`src/rtl/gpu_pkg.sv`:
```
// Shared opcodes, FSM encoding and defaults for the text-mode blitter.
package gpu_pkg;

  localparam int COLS_DEF = 80;
  localparam int ROWS_DEF = 30;

  localparam logic [1:0] OP_CLEAR_ALL  = 2'd0;
  localparam logic [1:0] OP_CLEAR_LINE = 2'd1;
  localparam logic [1:0] OP_SCROLL_UP  = 2'd2;
  localparam logic [1:0] OP_CLEAR_EOL  = 2'd3;

  localparam logic [7:0] FILL_SPACE = 8'h20;

  typedef enum logic [1:0] {
    ST_IDLE    = 2'd0,
    ST_FILL    = 2'd1,
    ST_ADVANCE = 2'd2,
    ST_DONE    = 2'd3
  } state_t;

endpackage

```
`src/rtl/gpu_text_blitter_row_mapper.sv`:
```
// Logical row/column to character-buffer address, through the circular top_line.
module gpu_row_mapper
  import gpu_pkg::*;
#(
  parameter int COLS   = COLS_DEF,
  parameter int ROWS   = ROWS_DEF,
  parameter int ADDR_W = 12,
  parameter int ROW_W  = 5,
  parameter int COL_W  = 7
) (
  input  logic [ROW_W-1:0]  row_i,
  input  logic [COL_W-1:0]  col_i,
  input  logic [ROW_W-1:0]  top_i,
  input  logic              mode_80col_i,
  output logic [ADDR_W-1:0] addr_o,
  output logic              valid_o
);

  localparam logic [ROW_W:0]   ROWS_W    = (ROW_W+1)'(ROWS);
  localparam logic [COL_W-1:0] STRIDE_80 = COL_W'(COLS);
  localparam logic [COL_W-1:0] STRIDE_40 = COL_W'(COLS/2);

  logic [ROW_W:0]   sum;
  logic [ROW_W:0]   phys;
  logic [COL_W-1:0] stride;

  // Both operands are below ROWS, so one conditional subtract replaces the modulo.
  always_comb begin
    stride  = mode_80col_i ? STRIDE_80 : STRIDE_40;
    sum     = {1'b0, row_i} + {1'b0, top_i};
    phys    = (sum >= ROWS_W) ? (sum - ROWS_W) : sum;
    valid_o = ({1'b0, row_i} < ROWS_W) && (col_i < stride);
    addr_o  = ADDR_W'(phys) * ADDR_W'(stride) + ADDR_W'(col_i);
  end

endmodule

```
`src/rtl/gpu_text_blitter.sv`:
```
// Clear/scroll/fill engine owning the character buffer write port.
//
// state   | meaning
// IDLE    | waiting for a command, cmd_ready high
// FILL    | one engine cell per cycle, stalls while a CPU write is present
// ADVANCE | scroll only: bump top_line, count down remaining lines
// DONE    | single-cycle completion pulse
module gpu_text_blitter
  import gpu_pkg::*;
#(
  parameter int COLS   = COLS_DEF,
  parameter int ROWS   = ROWS_DEF,
  parameter int ADDR_W = 12,
  parameter int DATA_W = 8,
  parameter int ROW_W  = 5,
  parameter int COL_W  = 7
) (
  input  logic              clk_i,
  input  logic              rst_n_i,
  input  logic              mode_80col_i,
  input  logic              cmd_valid_i,
  output logic              cmd_ready_o,
  input  logic [1:0]        cmd_op_i,
  input  logic [ROW_W-1:0]  cmd_row_i,
  input  logic [COL_W-1:0]  cmd_col_i,
  input  logic [ROW_W-1:0]  cmd_count_i,
  input  logic [DATA_W-1:0] cmd_fill_i,
  input  logic              cpu_wr_en_i,
  input  logic [ROW_W-1:0]  cpu_wr_row_i,
  input  logic [COL_W-1:0]  cpu_wr_col_i,
  input  logic [DATA_W-1:0] cpu_wr_data_i,
  output logic [ADDR_W-1:0] buf_addr_o,
  output logic [DATA_W-1:0] buf_data_o,
  output logic              buf_we_o,
  output logic [ROW_W-1:0]  top_line_o,
  output logic              busy_o,
  output logic              done_o
);

  localparam logic [ROW_W-1:0] ROWS_R    = ROW_W'(ROWS);
  localparam logic [ROW_W-1:0] ROWS_LAST = ROW_W'(ROWS-1);
  localparam logic [COL_W-1:0] STRIDE_80 = COL_W'(COLS);
  localparam logic [COL_W-1:0] STRIDE_40 = COL_W'(COLS/2);

  state_t            state_q, state_d;
  logic [1:0]        op_q, op_d;
  logic              mode_q, mode_d;
  logic [DATA_W-1:0] fill_q, fill_d;
  logic [ROW_W-1:0]  row_q, row_d;
  logic [COL_W-1:0]  col_q, col_d;
  logic [ROW_W-1:0]  cnt_q, cnt_d;
  logic [ROW_W-1:0]  top_q, top_d;
  logic              buf_we_q, buf_we_d;
  logic [ADDR_W-1:0] buf_addr_q, buf_addr_d;
  logic [DATA_W-1:0] buf_data_q, buf_data_d;

  logic [ADDR_W-1:0] cpu_addr, eng_addr;
  logic              cpu_valid, eng_valid;
  logic [ROW_W-1:0]  eng_row, eng_top;
  logic [COL_W-1:0]  last_col, cmd_stride;
  logic              cmd_degen;

  // CLEAR_ALL walks physical rows directly; SCROLL_UP fills the physical top row.
  assign eng_row = (op_q == OP_SCROLL_UP) ? top_q : row_q;
  assign eng_top = (op_q == OP_CLEAR_LINE || op_q == OP_CLEAR_EOL) ? top_q : '0;

  gpu_row_mapper #(.COLS(COLS), .ROWS(ROWS), .ADDR_W(ADDR_W), .ROW_W(ROW_W), .COL_W(COL_W))
  u_cpu_map (
    .row_i(cpu_wr_row_i), .col_i(cpu_wr_col_i), .top_i(top_q),
    .mode_80col_i(mode_80col_i), .addr_o(cpu_addr), .valid_o(cpu_valid)
  );

  gpu_row_mapper #(.COLS(COLS), .ROWS(ROWS), .ADDR_W(ADDR_W), .ROW_W(ROW_W), .COL_W(COL_W))
  u_eng_map (
    .row_i(eng_row), .col_i(col_q), .top_i(eng_top),
    .mode_80col_i(mode_q), .addr_o(eng_addr), .valid_o(eng_valid)
  );

  assign last_col    = (mode_q ? STRIDE_80 : STRIDE_40) - 1'b1;
  assign cmd_stride  = mode_80col_i ? STRIDE_80 : STRIDE_40;
  assign cmd_degen   = ((cmd_op_i == OP_CLEAR_LINE || cmd_op_i == OP_CLEAR_EOL) && (cmd_row_i >= ROWS_R))
                    || ((cmd_op_i == OP_CLEAR_EOL) && (cmd_col_i >= cmd_stride))
                    || ((cmd_op_i == OP_SCROLL_UP) && (cmd_count_i == '0));
  assign cmd_ready_o = (state_q == ST_IDLE);
  assign busy_o      = ~cmd_ready_o;
  assign done_o      = (state_q == ST_DONE);
  assign buf_we_o    = buf_we_q;
  assign buf_addr_o  = buf_addr_q;
  assign buf_data_o  = buf_data_q;
  assign top_line_o  = top_q;

  // Next-state, range walking and write-port arbitration (CPU wins, engine holds).
  always_comb begin
    state_d    = state_q;
    op_d       = op_q;
    mode_d     = mode_q;
    fill_d     = fill_q;
    row_d      = row_q;
    col_d      = col_q;
    cnt_d      = cnt_q;
    top_d      = top_q;
    buf_we_d   = 1'b0;
    buf_addr_d = buf_addr_q;
    buf_data_d = buf_data_q;

    if (cpu_wr_en_i && cpu_valid) begin
      buf_we_d   = 1'b1;
      buf_addr_d = cpu_addr;
      buf_data_d = cpu_wr_data_i;
    end

    case (state_q)
      ST_IDLE: begin
        if (cmd_valid_i) begin
          op_d    = cmd_op_i;
          mode_d  = mode_80col_i;
          fill_d  = cmd_fill_i;
          row_d   = (cmd_op_i == OP_CLEAR_ALL) ? '0 : cmd_row_i;
          col_d   = (cmd_op_i == OP_CLEAR_EOL) ? cmd_col_i : '0;
          cnt_d   = (cmd_count_i > ROWS_R) ? ROWS_R : cmd_count_i;
          state_d = cmd_degen ? ST_DONE : ST_FILL;
        end
      end
      ST_FILL: begin
        if (!cpu_wr_en_i) begin
          if (eng_valid) begin
            buf_we_d   = 1'b1;
            buf_addr_d = eng_addr;
            buf_data_d = fill_q;
          end
          if (col_q == last_col) begin
            if (op_q == OP_CLEAR_ALL && row_q != ROWS_LAST) begin
              row_d = row_q + 1'b1;
              col_d = '0;
            end else if (op_q == OP_SCROLL_UP) begin
              state_d = ST_ADVANCE;
            end else begin
              state_d = ST_DONE;
            end
          end else begin
            col_d = col_q + 1'b1;
          end
        end
      end
      ST_ADVANCE: begin
        top_d   = (top_q == ROWS_LAST) ? '0 : top_q + 1'b1;
        cnt_d   = cnt_q - 1'b1;
        col_d   = '0;
        state_d = (cnt_q > ROW_W'(1)) ? ST_FILL : ST_DONE;
      end
      ST_DONE: state_d = ST_IDLE;
      default: state_d = ST_IDLE;
    endcase
  end

  // State and registered write port, synchronous active-low reset.
  always_ff @(posedge clk_i) begin
    if (!rst_n_i) begin
      state_q    <= ST_IDLE;
      op_q       <= OP_CLEAR_ALL;
      mode_q     <= 1'b0;
      fill_q     <= '0;
      row_q      <= '0;
      col_q      <= '0;
      cnt_q      <= '0;
      top_q      <= '0;
      buf_we_q   <= 1'b0;
      buf_addr_q <= '0;
      buf_data_q <= '0;
    end else begin
      state_q    <= state_d;
      op_q       <= op_d;
      mode_q     <= mode_d;
      fill_q     <= fill_d;
      row_q      <= row_d;
      col_q      <= col_d;
      cnt_q      <= cnt_d;
      top_q      <= top_d;
      buf_we_q   <= buf_we_d;
      buf_addr_q <= buf_addr_d;
      buf_data_q <= buf_data_d;
    end
  end

endmodule

```
`config.mk`:
```
export PLATFORM = sky130hd
export DESIGN_NAME = gpu_text_blitter
export DESIGN_NICKNAME = d
export VERILOG_FILES = /design/src/rtl/gpu_pkg.sv /design/src/rtl/gpu_text_blitter_row_mapper.sv /design/src/rtl/gpu_text_blitter.sv
export SDC_FILE = /design/constraint.sdc
export NUM_CORES = 1
export LEC_CHECK = 0
export ABC_CLOCK_PERIOD_IN_PS = 8930
export BUFFER_PORTS_ARGS = -buffer_cell sky130_fd_sc_hd__buf_4
export CAP_MARGIN = 20
export CORE_MARGIN = 2
export CORE_UTILIZATION = 57
export DETAILED_ROUTE_END_ITERATION = 10
export PLACE_DENSITY = 0.77
export SKIP_CTS_REPAIR_TIMING = 1
export SLEW_MARGIN = 20
export SYNTH_ARGS = -nofsm -noshare
export SYNTH_HDL_FRONTEND = slang
export SYNTH_SLANG_ARGS = --single-unit
```
`constraint.sdc`:
```
create_clock -name clk_i -period 8.93 [get_ports clk_i]
set_input_delay 1.786 -clock clk_i [delete_from_list [all_inputs] [get_ports clk_i]]
set_output_delay 1.786 -clock clk_i [all_outputs]
set_load 0.05 [all_outputs]
```
==> metrics.csv, run 1 <==
metric;value;unit
core_area;9153;sq um
timing.final.crit_share;0.7691;
final_max_slew_viol_count;0;
drtPass1Iterations;5;
worstSetupEndpointType;flop;
synth_warnings;0;
clock_skew;17.89;ps
synth_cell_types;63;
wl;12230;um
path_delay_family;adder cells;
num_vias;4705;
min_period;6868;ps
grt_pass1_vias;4548;
timing.fmax;145.6;MHz
setup-violations-final;0;
relSlewSlack;0.4350;
area_delta_synth_final;13.51;%
synthTopCellsByArea;dfxtp_1 (21%), ha_1 (20%), fa_1 (5.6%);
grt_pass1_wl;20600;um
syn_avg_cell_area;8.441;sq um
ys_seq_area_frac;0.2108;
p_leak;0.002839;uW
h-tree-depth;2;
yosysMostFrequentCell;ha_1;
insertedDiodeCount;0;
async_flop_share;0;
reg2reg_slack;2430;ps
fin_tns_setup;0;ps
syn_area;5318;sq um
ys_seq_elements;56;
die_area;10120;sq um
grt_max_degree;47;
floorplan.initialDensity;0.5810;
hold_violations;0;
rsz0062_at_grt;no;
critical_path_arrival;7090;ps
fp-row-count;35;
synthDominantCellAreaShare;0.2108;
drive_gt1_frac;0.1592;
path_buf_inv;4;
synth_edf_count;0;
crit_path_max_incr_delay;530;ps
synthFlopType;dfxtp_1;
clock_sinks;56;
cts_buffer_depth;2;
tightest_slew;846.0;ps
min_path_type;reg2reg;
power.density;322.0;nW/um^2
place_congestion;0.8635;
synth.largest_area_cell;dfxtp_1;
path_clk_slew;130;ps
vias_per_cell;5.867;
required;9150;ps
cpMostUsedCell;fa_1;
antenna_found_initial;0;
outcome;complete, no violations;
crit_type;in2reg;
start_kind;input port;
nNetsFinal;842;
ir_drop;0.1561;mV
cts_buffers;5;
grt.total_usage;0.2497;
overflow;0;
die_y;100.6;um
total_power;1943;uW
critPathMaxFanout;5;
syn_inst;630;
whs;468.6;ps
drc;0;
dieWidth;100.6;um
yosys-top-cells-count;ha_1 (85), nor2_1 (61), dfxtp_1 (56);
cpMaxStageDelayCell;fa_1;
root_buffer;clkbuf_8;
maxCapViolations;0;
tritoncts;done;
dp_hpwl;9681;um
wl_per_cell;15.24;um
io_buffers;80;
clock_latency;330;ps
initialDrtViolationCount;149;
ioPinCount;81;
postRouteAntennaNets;0;
[registers in the layout, summed over array words and instances, names as in the netlist]
| register | count |
|---|---|
| buf_addr_o | 12 |
| buf_data_o | 8 |
| buf_we_o | 1 |
| cnt_q | 5 |
| col_q | 7 |
| fill_q | 8 |
| mode_q | 1 |
| op_q | 2 |
| row_q | 5 |
| state_q | 2 |
| top_line_o | 5 |
[kinds of logic after synthesis]
kind of cell / count (synthesis) / share of synthesized area
AOI/OAI and AO/OA: 156 / 0.1993
DFF: 56 / 0.2108
muxes: 30 / 0.05812
other: 2 / 0.001412
adders and majority gates: 100 / 0.2565
xor gates and xnor gates: 34 / 0.05600
buffers and inverters: 70 / 0.05318
and+or+nand+nor: 182 / 0.1647
[layer usage]
layer	routed length, um	share of wire	up-vias	GRT usage
met5	0	0	-	0
met4	156	0.013	0	0.05901
met3	640	0.052	11	0.04716
met2	6054	0.50	121	0.4405
met1	5374	0.44	2212	0.3142
li1	-	-	2361	-
[worst reg2reg max path, cell delays in order, from the launching register on]
cell      delay [ps]
dfxtp_1          490
nand2b_1         500
mux2_2           260
ha_1             160
inv_1             50
fa_1             440
or4_4            570
a31oi_1          190
o21ai_0           90
mux2_2           280
and2_1           190
ha_1             270
inv_1             50
fa_1             530
inv_1             60
fa_1             480
ha_1             300
ha_1             370
nand3_1          100
o211ai_1         240
nor4_1            80
nor3_1           300
xnor2_1          180
xnor2_1          150
a21oi_1           80
[power breakdown]
part	leakage, uW	internal (uW)	switching [uW]
sequential	0.000461	326	79.9
clock	0.0000511	59.8	104
combinational	0.00233	565	809
total	0.00284	951	993
[final cells by class]
type	instances	area, sq um
fill	764	3117
clock inverter	3	28.78
inverter	40	150.1
timing repair buffer	80	600.6
sequential	56	1121
tap	111	138.9
multi-input combinational	507	3928
clock buffer	5	68.82
[per-stage QoR]
stage                     cell area [sq um]  setup WS, ps  std cells    util
final                                  6036          2062        802  0.6595
after global routing                   6036          1747        802  0.6595
after CTS                              6033          2080        802  0.6592
after detailed placement               5936          1741        794  0.6485
after global placement                 5936          1893        794  0.6485
after floorplan                        5329          2199        633       -
[worst paths after layout]
path / startpoint / end / depth (start not counted)
min: fill_q[7] / fill_q[7] / 2
min reg2reg: fill_q[7] / fill_q[7] / 2
max reg2reg: op_q[0] / buf_addr_o[11] / 24
max: cpu_wr_row_i[0] / buf_addr_o[11] / 25
[placed cells by master (no fill, tap or decap), types with 3 or more instances in the layout]
master / instances
a211oi_1: 34
a21boi_0: 3
a21o_1: 5
a21oi_1: 45
a221oi_1: 3
a22oi_1: 3
a31oi_1: 4
and2_1: 11
and3_1: 4
buf_4: 80
clkbuf_8: 5
conb_1: 5
dfxtp_1: 56
fa_1: 15
ha_1: 85
inv_1: 38
mux2_2: 7
mux2i_1: 23
nand2_1: 48
nand2b_1: 8
nand3_1: 14
nand4_1: 7
nor2_1: 61
nor2b_1: 6
nor3_1: 5
o211ai_1: 5
o21a_1: 5
o21ai_0: 21
o21bai_1: 5
xnor2_1: 25
xor2_1: 9
Power figures use the tool's default switching activity.
==> run 2: changes to the inputs <==
--- a/config.mk
+++ b/config.mk
@@ -5,13 +5,13 @@
 export SDC_FILE = /design/constraint.sdc
 export NUM_CORES = 1
 export LEC_CHECK = 0
-export ABC_CLOCK_PERIOD_IN_PS = 8930
+export ABC_CLOCK_PERIOD_IN_PS = 5520
 export BUFFER_PORTS_ARGS = -buffer_cell sky130_fd_sc_hd__buf_4
 export CAP_MARGIN = 20
 export CORE_MARGIN = 2
-export CORE_UTILIZATION = 57
+export CORE_UTILIZATION = 53
 export DETAILED_ROUTE_END_ITERATION = 10
-export PLACE_DENSITY = 0.77
+export PLACE_DENSITY = 0.75
 export SKIP_CTS_REPAIR_TIMING = 1
 export SLEW_MARGIN = 20
 export SYNTH_ARGS = -nofsm -noshare
==> constraint.sdc (replaced) <==
create_clock -name clk_i -period 5.52 [get_ports clk_i]
set_input_delay 1.104 -clock clk_i [delete_from_list [all_inputs] [get_ports clk_i]]
set_output_delay 1.104 -clock clk_i [all_outputs]
set_load 0.05 [all_outputs]
==> metrics.csv, run 2 (same netlist as run 1, synthesis figures left out) <==
metric;value;unit;change
power.density;553.7;nW/um^2;+72%
layout_commonest_cell;buf_4;;
outcome;complete, but fails checks;;
insertedDiodeCount;0;;unchanged
root_buffer;clkbuf_8;;
grt_pass1_wl;23030;um;+12%
clock_sinks;56;;unchanged
clock_latency;320;ps;about the same
place_congestion;0.9187;;+6.4%
drtPass1Iterations;4;;-1
final_max_slew_viol_count;0;;unchanged
seqCellArea;1125;sq um;+0.33%
multiInputGateArea;4253;sq um;+8.3%
initialDrtViolationCount;211;;+42%
ir_drop;0.4809;mV;+210%
required;5790;ps;-3360 ps
timing.fmax;177.3;MHz;
wl;14220;um;+16%
violations;setup timing;;
start_kind;input port;;
critPathMaxFanout;3;;-2
die_area;10850;sq um;+7.2%
nNetsFinal;912;;+8.3%
finalWorstSetupSlack;-119.3;ps;-2182 ps
whs;466.0;ps;-2.569 ps
rsz0062_at_grt;yes;;
grt_max_degree;47;;unchanged
io_buffers;80;;unchanged
nFillCells;742;;-2.9%
cts_buffers;5;;unchanged
maxCapViolations;0;;unchanged
clock_skew;12.89;ps;-5.001 ps
fp-row-count;36;;+2.9%
layout_common_cells;buf_4 (148), ha_1 (70), nor2_1 (60), dfxtp_1 (53), nand2_1 (47);;
wl_per_cell;15.90;um;+4.3%
cts_buffer_depth;2;;unchanged
critical_path_arrival;5910;ps;-1180 ps
floorplan.initialDensity;0.5440;;-0.03696
crit_type;in2reg;;
hold_violations;0;;unchanged
p_leak;0.003239;uW;+14%
antenna_found_initial;0;;unchanged
drc;0;;unchanged
tritoncts;done;;
grt.total_usage;0.2546;;+0.004973
h-tree-depth;2;;unchanged
overflow;0;;unchanged
core_area;9774;sq um;+6.8%
post_dp_cell_area;6578;sq um;+11%
drive_gt1_frac;0.3049;;+0.1457
design_area;6925;sq um;+15%
min_path_type;reg2reg;;
die_y;104.2;um;+3.6%
grt_pass1_vias;5014;;+10%
stdcell_count;894;;+11%
timing.final.crit_share;1.022;;
path_clk_slew;110;ps;-20 ps
vias_per_cell;5.662;;-3.5%
relSlewSlack;0.4254;;-0.009610
dp_hpwl;10900;um;+13%
worstSetupEndpointType;flop;;
dp.cells;880;;+11%
largest_register_ffs;12;;unchanged
postRouteAntennaNets;0;;unchanged
num_vias;5062;;+7.6%
tightest_slew;860.4;ps;+14.39 ps
dieWidth;104.2;um;+3.6%
area_delta_synth_final;30.24;%;
setup-violations-final;1;;+1
ioPinCount;81;;unchanged
min_period;5639;ps;
-- run 2: area by class of cell --
cell class,count,share of cell area
timing repair buffer,150,0.1642
inverter,40,0.02168
sequential,56,0.1624
clock buffer,5,0.009937
tap,133,0.02403
multi-input combinational,507,0.6141
clock inverter,3,0.003613
-- run 2: worst max-delay path, cell delays in order --
cell and delay, ps:
buf_8 80, ha_4 130, inv_2 30, fa_2 370
xnor2_2 220, and2_4 190, nand2_1 50, or3b_2 450
a21boi_0 150, nor2_1 190, fa_1 450, inv_2 80
fa_1 430, inv_2 70, fa_1 470, ha_4 300
ha_4 200, o21a_1 170, o21a_1 180, o22ai_2 150
xnor2_1 150, xnor2_1 150, o21ai_1 70, a21oi_1 100
-- run 2: worst paths after layout --
check,startpoint,to,depth (start not counted),slack [ps]
max,cpu_wr_row_i[0],buf_addr_o[11],24,-120
min,fill_q[2],fill_q[2],2,470
max reg2reg,op_q[0],buf_addr_o[11],24,-40
min reg2reg,fill_q[2],fill_q[2],2,470
-- run 2: report_power, final --
part           internal (uW)  leakage, uW  switching (uW)  total, uW
Clock                   93.0    0.0000452             151        244
Sequential               529     0.000462             113        642
Combinational           1380      0.00273            1570       2950
Total                   2000      0.00324            1830       3830
-- run 2: layer usage --
metal	global-route usage	up-vias	wire [um]	part of all wire
met3	0.04887	21	845	0.059
met2	0.4535	177	7007	0.49
li1	-	2496	-	-
met1	0.3200	2368	6150	0.43
met5	0	-	0	0
met4	0.05309	0	213	0.015
-- run 2: metrics by stage --
stage	total power, uW	setup WS, ps	utilization	TNS, ps
6_report	3835	-119.3	0.7085	-119.3
5_1_grt	4160	-278.2	0.7085	-538.7
4_1_cts	3605	-275.9	0.6825	-434.7
3_5_place_dp	3341	-563.0	0.6729	-1527
3_3_place_gp	3252	-442.3	0.6729	-1116
2_1_floorplan	2514	10.60	-	0
==> run 3: changes to the inputs <==
--- a/config.mk
+++ b/config.mk
@@ -17,3 +17,4 @@
 export SYNTH_ARGS = -nofsm -noshare
 export SYNTH_HDL_FRONTEND = slang
 export SYNTH_SLANG_ARGS = --single-unit
+export TNS_END_PERCENT = 50
==> metrics.csv, run 3 (same netlist as run 1, synthesis figures left out) <==
metric;value;unit;change
power.internal;1971;uW;-1.6%
rsz0062_at_grt;yes;;
die_y;104.2;um;unchanged
antenna_found_initial;0;;unchanged
largest_register_ffs;12;;unchanged
num_vias;5034;;-0.55%
nNetsFinal;912;;unchanged
fin_tns_setup;-118.0;ps;+1.370 ps
clock_skew;11.28;ps;-1.610 ps
place_congestion;0.9187;;unchanged
clkPwrFrac;0.064;;about the same
dp_hpwl;10900;um;unchanged
dp_slack;-563.0;ps;unchanged
h-tree-depth;2;;unchanged
r2r-end;buf_addr_o[11];;
dieWidth;104.2;um;unchanged
cpMaxStageDelayCell;fa_1;;
p_leak;0.003229;uW;-0.32%
insertedDiodeCount;0;;unchanged
power.density;547.7;nW/um^2;-1.1%
reg2reg_slack;-50;ps;about the same
outcome;complete, but fails checks;;
switching_share;0.4783;;+0.0004947
maxCapViolations;0;;unchanged
total_power;3778;uW;-1.5%
min_path_type;reg2reg;;
wl_per_cell;15.84;um;-0.41%
relSlewSlack;0.4365;;+0.01117
area_delta_synth_final;29.72;%;
hold_violations;0;;unchanged
wl;14160;um;-0.41%
min_period;5638;ps;-1.370 ps
drc;0;;unchanged
ir_drop;0.4293;mV;-11%
floorplan.initialDensity;0.5440;;unchanged
timing.final.crit_share;1.021;;about the same
layout_common_cells;buf_4 (148), ha_1 (71), nor2_1 (60), dfxtp_1 (53), nand2_1 (47);;
cts_buffer_depth;2;;unchanged
layout_commonest_cell;buf_4;;
overflow;0;;unchanged
critPathMaxFanout;3;;unchanged
ioPinCount;81;;unchanged
final_util;0.7057;;-0.002816
root_buffer;clkbuf_8;;
vias_per_cell;5.631;;-0.55%
hold_start;fill_q[2];;
finalWorstSetupSlack;-118.0;ps;+1.370 ps
combPwrFrac;0.766;;-0.003
crit_type;in2reg;;
postRouteAntennaNets;0;;unchanged
grt_max_degree;47;;unchanged
critical_path_arrival;5900;ps;about the same
drive_gt1_frac;0.2996;;-0.005256
whs;466.7;ps;+0.6300 ps
final_max_slew_viol_count;0;;unchanged
fp-row-count;36;;unchanged
crit_path_max_incr_delay;460;ps;about the same
io_buffers;80;;unchanged
die_area;10850;sq um;unchanged
tightest_slew;844.0;ps;-16.42 ps
drtPass1Iterations;5;;+1
cts_buffers;5;;unchanged
setup-violations-final;1;;unchanged
core_area;9774;sq um;unchanged
nFillCells;748;;+0.81%
r2r-start;op_q[0];;
path_clk_slew;110;ps;about the same
required;5790;ps;about the same
start_kind;input port;;
grt_pass1_wl;23030;um;unchanged
multiInputGateArea;4225;sq um;-0.65%
clock_sinks;56;;unchanged
p_sw;1807;uW;-1.4%
timing.fmax;177.4;MHz;about the same
min_to;fill_q[2];;
hold_depth;2;;unchanged
power_frac_seq;0.170;;+0.003
tritoncts;done;;
clock_latency;320;ps;about the same
seqCellArea;1125;sq um;unchanged
grt.total_usage;0.2546;;unchanged
violations;setup timing;;
grt_pass1_vias;5014;;unchanged
worstSetupEndpointType;flop;;
initialDrtViolationCount;187;;-11%
r2r_cells;24;;unchanged
crit_chain;buf_4 -> ha_1 -> a21o_1 -> a21oi_1 -> xnor2_1 -> nand2_1 -> or3b_2 -> a21boi_0 -> nor2_1 -> fa_1 -> inv_2 -> fa_1 -> inv_2 -> fa_1 -> ha_4 -> ha_4 -> o21a_1 -> o21a_1 -> o22ai_2 -> xnor2_1 -> xnor2_1 -> o21ai_1 -> a21oi_1;;
## run 3: cell counts in the layout (fill, tap and decap cells not counted)
Identical to the previous run, type by type.
## run 3: metrics by stage
step | cell area, sq um | std cells
floorplan | 5463 | 633
CTS | 6671 | 888
detailed placement | 6578 | 880
finish | 6898 | 894
global route | 6898 | 894
global placement | 6578 | 880
## run 3: layout make-up
class,instances,area share
inverters,40,0.02177
multi-input cells,507,0.6126
flip-flops and latches,56,0.1631
clock inverters,3,0.003628
clock buffers,5,0.009976
repair buffers,150,0.1649
well taps,133,0.02412
## run 3: critical path: cells and delay by family
family          cells  cell delay (ps)
compound gates      8             1210
fa+ha+maj           6             2120
buf+inv             3              270
xor+xnor            3              480
simple gates        3              720
## run 3: power groups by stage
| stage | combinational [uW] | sequential, uW | clock, uW |
|---|---|---|---|
| 2_1_floorplan | 1710 | 799 | 0 |
| 3_3_place_gp | 2610 | 637 | 0 |
| 3_5_place_dp | 2700 | 640 | 0 |
| 4_1_cts | 2720 | 634 | 246 |
| 5_1_grt | 3190 | 654 | 259 |
| 6_report | 2890 | 641 | 242 |
## run 3: worst max path at each step
stage / start / end / slack [ps] / cells past startpoint
after global routing: cpu_wr_row_i[0] / buf_addr_o[11] / -280 / 25
after CTS: op_q[0] / buf_addr_o[11] / -280 / 24
after detailed placement: cpu_wr_row_i[0] / buf_addr_o[11] / -560 / 24
final: cpu_wr_row_i[1] / buf_addr_o[11] / -120 / 23
after global placement: cpu_wr_row_i[0] / buf_addr_o[11] / -440 / 24
after floorplan: op_q[0] / buf_addr_o[11] / 10 / 25
## run 3: routing by layer
layer,up-vias,share of wire,GRT usage
met1,2371,0.43,0.3200
met3,19,0.060,0.04887
li1,2492,-,-
met4,0,0.013,0.05309
met5,-,0,0
met2,152,0.49,0.4535
